==> src/rtl/wbc_rst_seq_pkg.sv <==
// Shared types and constants for the board reset/timebase sequencer.
package wbc_rst_seq_pkg;

    // Sequencer states, fixed encoding so the state is stable across tools.
    typedef enum logic [1:0] {
        ST_PWR = 2'd0,
        ST_SYS = 2'd1,
        ST_RUN = 2'd2,
        ST_BTN = 2'd3
    } seq_state_t;

    localparam int US_PER_MS  = 1000;
    localparam int HZ_PER_MHZ = 1000000;

    function automatic int max_int(input int a, input int b);
        return (a > b) ? a : b;
    endfunction

endpackage

==> src/rtl/wbc_tick.sv <==
// Free-running microsecond / millisecond strobe generator.
// ena_ms is issued together with the ena_us that wraps the ms counter.
module wbc_tick
    import wbc_rst_seq_pkg::*;
#(
    parameter int US_DIV = 50
) (
    input  logic i_clk,
    input  logic i_rst_n,
    output logic o_ena_us,
    output logic o_ena_ms
);

    localparam int US_W = (US_DIV > 1) ? $clog2(US_DIV) : 1;
    localparam int MS_W = $clog2(US_PER_MS);
    localparam logic [US_W-1:0] US_LAST = US_W'(US_DIV - 1);
    localparam logic [MS_W-1:0] MS_LAST = MS_W'(US_PER_MS - 1);

    logic [US_W-1:0] r_us_cnt;
    logic [MS_W-1:0] r_ms_cnt;
    logic            r_ena_us;
    logic            r_ena_ms;
    logic            w_us_wrap;
    logic            w_ms_wrap;

    assign w_us_wrap = (r_us_cnt == US_LAST);
    assign w_ms_wrap = (r_ms_cnt == MS_LAST);

    // Prescaler counters and registered strobes.
    always_ff @(posedge i_clk or negedge i_rst_n) begin
        if (!i_rst_n) begin
            r_us_cnt <= '0;
            r_ms_cnt <= '0;
            r_ena_us <= 1'b0;
            r_ena_ms <= 1'b0;
        end else begin
            r_ena_us <= w_us_wrap;
            r_ena_ms <= w_us_wrap && w_ms_wrap;
            if (w_us_wrap) begin
                r_us_cnt <= '0;
                if (w_ms_wrap) r_ms_cnt <= '0;
                else           r_ms_cnt <= r_ms_cnt + 1'b1;
            end else begin
                r_us_cnt <= r_us_cnt + 1'b1;
            end
        end
    end

    assign o_ena_us = r_ena_us;
    assign o_ena_ms = r_ena_ms;

endmodule

==> src/rtl/wbc_rst_seq.sv <==
// Reset and timebase sequencer between the PLL and the CPU wrapper.
// PLL lock is the async reset; the button is synchronised and debounced.
//
//  state | meaning
//  PWR   | pwr_rst and sys_rst held, waiting PWR_MS after lock
//  SYS   | sys_rst held, waiting SYS_US; a pressed button diverts to BTN
//  RUN   | core running, both resets released
//  BTN   | sys_rst held while the debounced button is pressed
module wbc_rst_seq
    import wbc_rst_seq_pkg::*;
#(
    parameter int CLK_HZ = 50000000,
    parameter int PWR_MS = 10,
    parameter int SYS_US = 100,
    parameter int DEB_MS = 5
) (
    input  logic sys_clk_p,
    input  logic sys_plock,
    input  logic ext_reset,
    output logic pwr_rst,
    output logic sys_rst,
    output logic ena_us,
    output logic ena_ms,
    output logic btn_db
);

    localparam int US_DIV = CLK_HZ / HZ_PER_MHZ;
    localparam int SEQ_W  = $clog2(max_int(PWR_MS, SYS_US) + 1);
    localparam int DEB_W  = $clog2(DEB_MS + 1);
    localparam logic [SEQ_W-1:0] PWR_LAST = SEQ_W'(PWR_MS - 1);
    localparam logic [SEQ_W-1:0] SYS_LAST = SEQ_W'(SYS_US - 1);
    localparam logic [DEB_W-1:0] DEB_MAX  = DEB_W'(DEB_MS);

    logic             w_ena_us;
    logic             w_ena_ms;
    logic             r_sync1;
    logic             r_sync2;
    logic             r_prev;
    logic [DEB_W-1:0] r_deb_cnt;
    logic             r_btn_db;
    seq_state_t       r_state;
    logic [SEQ_W-1:0] r_seq_cnt;
    logic             r_pwr_rst;
    logic             r_sys_rst;

    wbc_tick #(
        .US_DIV (US_DIV)
    ) u_tick (
        .i_clk    (sys_clk_p),
        .i_rst_n  (sys_plock),
        .o_ena_us (w_ena_us),
        .o_ena_ms (w_ena_ms)
    );

    // Button synchroniser and debounce; the level is only taken over once it
    // has been stable for DEB_MS strobes, so a fresh edge never slips through.
    always_ff @(posedge sys_clk_p or negedge sys_plock) begin
        if (!sys_plock) begin
            r_sync1   <= 1'b0;
            r_sync2   <= 1'b0;
            r_prev    <= 1'b0;
            r_deb_cnt <= '0;
            r_btn_db  <= 1'b0;
        end else begin
            r_sync1 <= ext_reset;
            r_sync2 <= r_sync1;
            r_prev  <= r_sync2;
            if (r_sync2 != r_prev) begin
                r_deb_cnt <= '0;
            end else begin
                if (w_ena_ms && (r_deb_cnt != DEB_MAX)) r_deb_cnt <= r_deb_cnt + 1'b1;
                if (r_deb_cnt == DEB_MAX)               r_btn_db  <= r_sync2;
            end
        end
    end

    // Reset sequencing FSM; seq_cnt restarts on every state entry.
    always_ff @(posedge sys_clk_p or negedge sys_plock) begin
        if (!sys_plock) begin
            r_state   <= ST_PWR;
            r_seq_cnt <= '0;
            r_pwr_rst <= 1'b1;
            r_sys_rst <= 1'b1;
        end else begin
            case (r_state)
                ST_PWR: begin
                    if (w_ena_ms) begin
                        if (r_seq_cnt == PWR_LAST) begin
                            r_state   <= ST_SYS;
                            r_seq_cnt <= '0;
                            r_pwr_rst <= 1'b0;
                        end else begin
                            r_seq_cnt <= r_seq_cnt + 1'b1;
                        end
                    end
                end
                ST_SYS: begin
                    if (r_btn_db) begin
                        r_state   <= ST_BTN;
                        r_seq_cnt <= '0;
                        r_sys_rst <= 1'b1;
                    end else if (w_ena_us) begin
                        if (r_seq_cnt == SYS_LAST) begin
                            r_state   <= ST_RUN;
                            r_seq_cnt <= '0;
                            r_sys_rst <= 1'b0;
                        end else begin
                            r_seq_cnt <= r_seq_cnt + 1'b1;
                        end
                    end
                end
                ST_RUN: begin
                    if (r_btn_db) begin
                        r_state   <= ST_BTN;
                        r_seq_cnt <= '0;
                        r_sys_rst <= 1'b1;
                    end
                end
                ST_BTN: begin
                    r_sys_rst <= 1'b1;
                    if (!r_btn_db) begin
                        r_state   <= ST_SYS;
                        r_seq_cnt <= '0;
                    end
                end
                default: begin
                    // Recover through a full SYS hold without touching pwr_rst.
                    r_state   <= ST_SYS;
                    r_seq_cnt <= '0;
                    r_sys_rst <= 1'b1;
                end
            endcase
        end
    end

    assign pwr_rst = r_pwr_rst;
    assign sys_rst = r_sys_rst;
    assign ena_us  = w_ena_us;
    assign ena_ms  = w_ena_ms;
    assign btn_db  = r_btn_db;

endmodule

==> config.mk <==
export PLATFORM = sky130hd
export DESIGN_NAME = wbc_rst_seq
export DESIGN_NICKNAME = d
export VERILOG_FILES = /design/src/rtl/wbc_rst_seq_pkg.sv /design/src/rtl/wbc_tick.sv /design/src/rtl/wbc_rst_seq.sv
export SDC_FILE = /design/constraint.sdc
export NUM_CORES = 1
export LEC_CHECK = 0
export CAP_MARGIN = 15
export CORE_ASPECT_RATIO = 1.25
export CORE_MARGIN = 5
export CORE_UTILIZATION = 62
export CTS_BUF_LIST = sky130_fd_sc_hd__clkbuf_8
export DETAILED_ROUTE_END_ITERATION = 10
export MAX_ROUTING_LAYER = met4
export PLACE_DENSITY = 0.84
export SYNTH_ARGS = -nofsm -noshare
export SYNTH_HDL_FRONTEND = slang
export SYNTH_SLANG_ARGS = --single-unit
==> constraint.sdc <==
create_clock -name sys_clk_p -period 3.9 [get_ports sys_clk_p]
set_input_delay 0.78 -clock sys_clk_p [delete_from_list [all_inputs] [get_ports sys_clk_p]]
set_output_delay 0.78 -clock sys_clk_p [all_outputs]
set_load 0.005 [all_outputs]
==> qor.csv, run 1 <==
metric;value;unit
path_clk_slew;0.07;ns
slowest_stage;dfstp_2;
coreArea;0.00297;mm^2
path_delay_family;flip-flops;
clockBufferDepth;2;
io_buffer_count;7;
cts_resized;0;
rr_worst_depth;6;
fp-row-count;22;
critPathLaunchType;flop;
first_iter_violations;100;
tightest_slew;0.638;ns
ys_types;52;
hp-class;flop to flop;
ys_ff_latch;36;
die_area;0.00432;mm^2
htreeDepth;2;
setup_viol;0;
io_pins;8;
syn_area;0.00192;mm^2
synth_seq_area_share;47.1;%
slowest_delay;0.54;ns
fin_area;0.00213;mm^2
yosysTopAreaCell;dfrtp_1;
layout-drive-gt1-share;7.69;%
grt_max_degree;37;
cellPowerDensity;310;mW/mm^2
min_path_cells;0;
fin_nets;222;
drt-total-wl;3650;um
vias_per_cell;6.15;
fp.dieH;72.2;um
areaGrowthSynthToFinish;10.9;%
dp_slack;1.94;ns
drcViolationCount;0;
cts_setup_buffers;0;
grt_pass1_vias;1479;
cp.arrival;1.33;ns
worstSetupPathType;flop to output port;
antenna_found_initial;0;
cts_hold_buf;0;
p_total;0.660;mW
routabilityCongestion;0.940;
synth.avg_cell_area;9.94;um^2
place_inst;236;
grt_pass1_wl;6330;um
overflow;0;
antennaDiodeCount;0;
crit_chain;clkdlybuf4s50_1;
fin_setup_tns;0;ns
hold_violations;0;
post-dp-hpwl;2580;um
finalMaxSlewViolations;0;
leakagePower;0.942;nW
wire_per_inst;15.0;um
synth_top_area_share;44.3;%
numCtsBuffers;5;
period_share;54.1;%
final_cells;244;
cp.depth;1;
status;completed;
cts_sinks;36;
placedInstanceArea;0.00204;mm^2
die_w;59.8;um
critPathBufInv;1;
synth_ff_type;dfrtp_1;
clock_latency;0.30;ns
rsz0062_at_grt;no;
fin_crit;2.11;ns
synth_cells;193;
fin_skew;0.00940;ns
yosys_warnings;0;
ant_nets;0;
tritoncts;built;
synth_nets;208;
synth_edf_count;0;
fin_ws;1.79;ns
yosys-top-cells-area;dfrtp_1 (44%), ha_1 (7.8%), nor2_1 (3.5%);
cp_data_required_time;3.12;ns
cp_max_fo;3;
ctsRootBufferMaster;clkbuf_8;
async_reset_ff_share;100;%
max_freq;474;MHz
cp-end-kind;output port;
slew_headroom;57.5;%
initial_utilization;64.6;%
gr-usage-all-layers;20.2;%
drv_cap;0;
firstDrtPassIters;4;
vdd_drop_max;0.272;mV
num_vias;1500;
[power by group]
group / switching [mW] / internal [mW] / total, mW
Combinational: 0.00795 / 0.00310 / 0.0110
Clock: 0.134 / 0.139 / 0.273
Sequential: 0.00115 / 0.375 / 0.376
[layer usage]
| layer | global-route usage, % | vias up | part of all wire, % | wire length [um] |
|---|---|---|---|---|
| met2 | 31.4 | 53 | 51 | 1880 |
| met3 | 4.63 | 12 | 4.7 | 171 |
| li1 | - | 708 | - | - |
| met5 | - | - | 0 | 0 |
| met1 | 22.2 | 727 | 40 | 1480 |
| met4 | 14.5 | 0 | 3.5 | 129 |
[flip-flops by register name (all words and copies together) (netlist names)]
| register | count |
|---|---|
| r_prev | 1 |
| u_tick.r_us_cnt | 6 |
| r_state | 2 |
| sys_rst | 1 |
| r_sync1 | 1 |
| u_tick.r_ms_cnt | 10 |
| u_tick.o_ena_ms | 1 |
| btn_db | 1 |
| u_tick.o_ena_us | 1 |
| r_deb_cnt | 3 |
| r_seq_cnt | 7 |
| pwr_rst | 1 |
| r_sync2 | 1 |
[cells in the mapped netlist, types with 3 or more instances]
library cell and number:
a21oi_1 5, dfrtp_1 34, ha_1 12, inv_1 12, nand2_1 17, nand2b_1 7
nand3_1 11, nand4_1 3, nor2_1 18, nor3_1 3, nor4_1 3, o211ai_1 3
o21ai_0 9, or3_1 3, xnor2_1 7, xor2_1 4
[placed cells by master, fill, tap and decap left out, types with 2 or more instances in the layout]
master	n
a21oi_1	5
inv_1	14
nor2_1	18
ha_1	12
nand2b_1	7
dfrtp_1	34
xnor2_1	7
a22oi_1	2
dfstp_2	2
or3_1	3
nand3_1	11
nand2_1	17
or2_2	2
nand4bb_1	2
o21ai_1	2
clkbuf_8	6
nand4_1	3
clkdlybuf4s50_1	7
xor2_1	4
nor4_1	3
o221ai_1	2
nor3_1	3
o211ai_1	3
o21ai_0	9
[final timing paths]
| path | start | endpoint | slack (ns) |
|---|---|---|---|
| hold reg to reg | r_sync1 | r_sync2 | 0.36 |
| setup / recovery | sys_rst | sys_rst | 1.79 |
| max in group asynchronous | sys_plock | sys_rst | 2.67 |
| setup reg to reg | r_state[0] | r_state[1] | 1.90 |
| min in group asynchronous | sys_plock | r_seq_cnt[6] | 0.89 |
| hold / removal | r_sync1 | r_sync2 | 0.36 |
[cells by family (layout without fill, tap and decap cells)]
kind of cell / count (synthesis) / count (layout) / share of synthesized area [%]
buffers and inverters: 14 / 29 / 2.74
XOR/XNOR: 11 / 11 / 5.02
multiplexers: 2 / 2 / 1.11
flip-flops: 36 / 36 / 47.1
AND/OR/NAND/NOR: 82 / 82 / 23.9
adder cells (fa/ha/maj): 12 / 12 / 7.82
AO/OA/AOI/OAI: 36 / 36 / 12.4
[cell type report]
cell class	instances	area [um^2]
Clock buffer	6	82.6
Clock inverter	2	7.51
Fill cell	220	845
Inverter	13	48.8
Multi-Input combinational cell	143	963
Sequential cell	36	903
Tap cell	36	45.0
Timing Repair Buffer	8	77.6
[stage by stage]
stage	util (%)	hold slack (ns)
after floorplan	-	0.331
after global placement	68.6	0.333
after detailed placement	68.6	0.348
after CTS	71.6	0.360
after global routing	71.6	0.362
final	71.6	0.358
(Power assumes the default switching activity.)
==> run 2: changes to the inputs <==
==> constraint.sdc (replaced) <==
create_clock -name sys_clk_p -period 2.2 [get_ports sys_clk_p]
set_input_delay 0.44 -clock sys_clk_p [delete_from_list [all_inputs] [get_ports sys_clk_p]]
set_output_delay 0.44 -clock sys_clk_p [all_outputs]
set_load 0.005 [all_outputs]
==> qor.csv, run 2 (synthesized netlist as in run 1, its figures left out) <==
metric;value;unit
status;completed;
fin_skew;0.0105;ns
p_total;1.26;mW
clockBufferDepth;2;
first_iter_violations;65;
slew_headroom;60.4;%
cp.arrival;2.25;ns
routabilityCongestion;0.943;
fin_crit;2.04;ns
fillCellCount;215;
min_from;r_sync1;
critPathLaunch;r_state[1];
htreeDepth;2;
cp_max_fo;6;
hp-class;flop to flop;
drcViolationCount;0;
hold_violations;0;
initial_utilization;64.6;%
slowest_delay;0.42;ns
fin_setup_tns;0;ns
leakagePower;0.958;nW
numCtsBuffers;5;
areaGrowthSynthToFinish;12.6;%
io_pins;8;
top_regs;u_tick.r_ms_cnt (10), r_seq_cnt (7), u_tick.r_us_cnt (6);
clock_latency;0.30;ns
crit_chain;inv_1, ha_1, nand2b_1, a22oi_1, nand4bb_1, o221ai_1;
num_vias;1479;
critPathBufInv;1;
setup_viol;0;
reg2reg_from;r_state[1];
final_common_cell;dfrtp_1;
max_freq;490;MHz
path_clk_slew;0.08;ns
finalMaxSlewViolations;0;
period_share;92.7;%
coreArea;0.00297;mm^2
dp_slack;0.238;ns
slowest_stage;dfrtp_1;
grt_pass1_wl;6840;um
drt-total-wl;3820;um
grt_max_degree;37;
grt_pass1_vias;1603;
antenna_found_initial;0;
cp_data_required_time;2.41;ns
gr-usage-all-layers;21.5;%
antennaDiodeCount;0;
critPathLaunchType;flop;
cp-end-kind;flop;
drv_cap;0;
die_area;0.00432;mm^2
cts_resized;0;
ctsRootBufferMaster;clkbuf_8;
overflow;0;
cts_sinks;36;
fin_nets;224;
final_cell_mix;dfrtp_1 (34), nor2_1 (18), nand2_1 (17);
io_buffer_count;7;
vias_per_cell;6.01;
rsz0062_at_grt;no;
max_flop_register;u_tick.r_ms_cnt;
largest_register_ffs;10;
cts_hold_buf;0;
tritoncts;built;
hold-worst-slack;0.358;ns
cts_setup_buffers;0;
firstDrtPassIters;4;
fp-row-count;22;
worstSetupPathType;flop to flop;
post-dp-hpwl;2740;um
wire_per_inst;15.5;um
vdd_drop_max;0.560;mV
cellPowerDensity;583;mW/mm^2
die_w;59.8;um
ant_nets;0;
layout-drive-gt1-share;9.05;%
path_delay_family;compound AO/OA/AOI/OAI gates;
tightest_slew;0.595;ns
fin_ws;0.160;ns
fp.dieH;72.2;um
==> run 2: metrics by stage <==
stage / instances / util [%] / area (um^2)
floorplan: 193 / - / 1920
global placement: 238 / 69.1 / 2050
detailed placement: 238 / 69.1 / 2050
CTS: 246 / 72.7 / 2160
global route: 246 / 72.7 / 2160
finish: 246 / 72.7 / 2160
==> run 2: worst paths after layout <==
path	to	slack, ns	depth (start not counted)
hold / removal	r_sync2	0.36	0
setup reg to reg	r_seq_cnt[5]	0.16	6
setup / recovery	r_seq_cnt[5]	0.16	6
min in group asynchronous	r_seq_cnt[2]	0.55	2
max in group asynchronous	sys_rst	1.32	2
hold reg to reg	r_sync2	0.36	0
==> run 2: layer usage <==
metal	GRT usage, %	vias up	part of all wire [%]
li1	-	716	-
met1	22.7	703	40
met2	35.1	50	53
met4	12.8	0	2.2
met5	-	-	0
met3	5.87	10	5.2
==> run 2: layout make-up <==
class	instances	area, um^2	share of cell area (%)
clock buffers	5	68.8	3.18
clock inverters	3	38.8	1.80
inverters	13	48.8	2.26
multi-input cells	143	963	44.6
flip-flops and latches	36	903	41.8
well taps	36	45.0	2.08
repair buffers	10	92.6	4.28
==> run 2: where the power goes <==
part | internal [mW] | switching [mW]
registers | 0.664 | 0.00201
logic | 0.00549 | 0.0138
clock network | 0.332 | 0.243
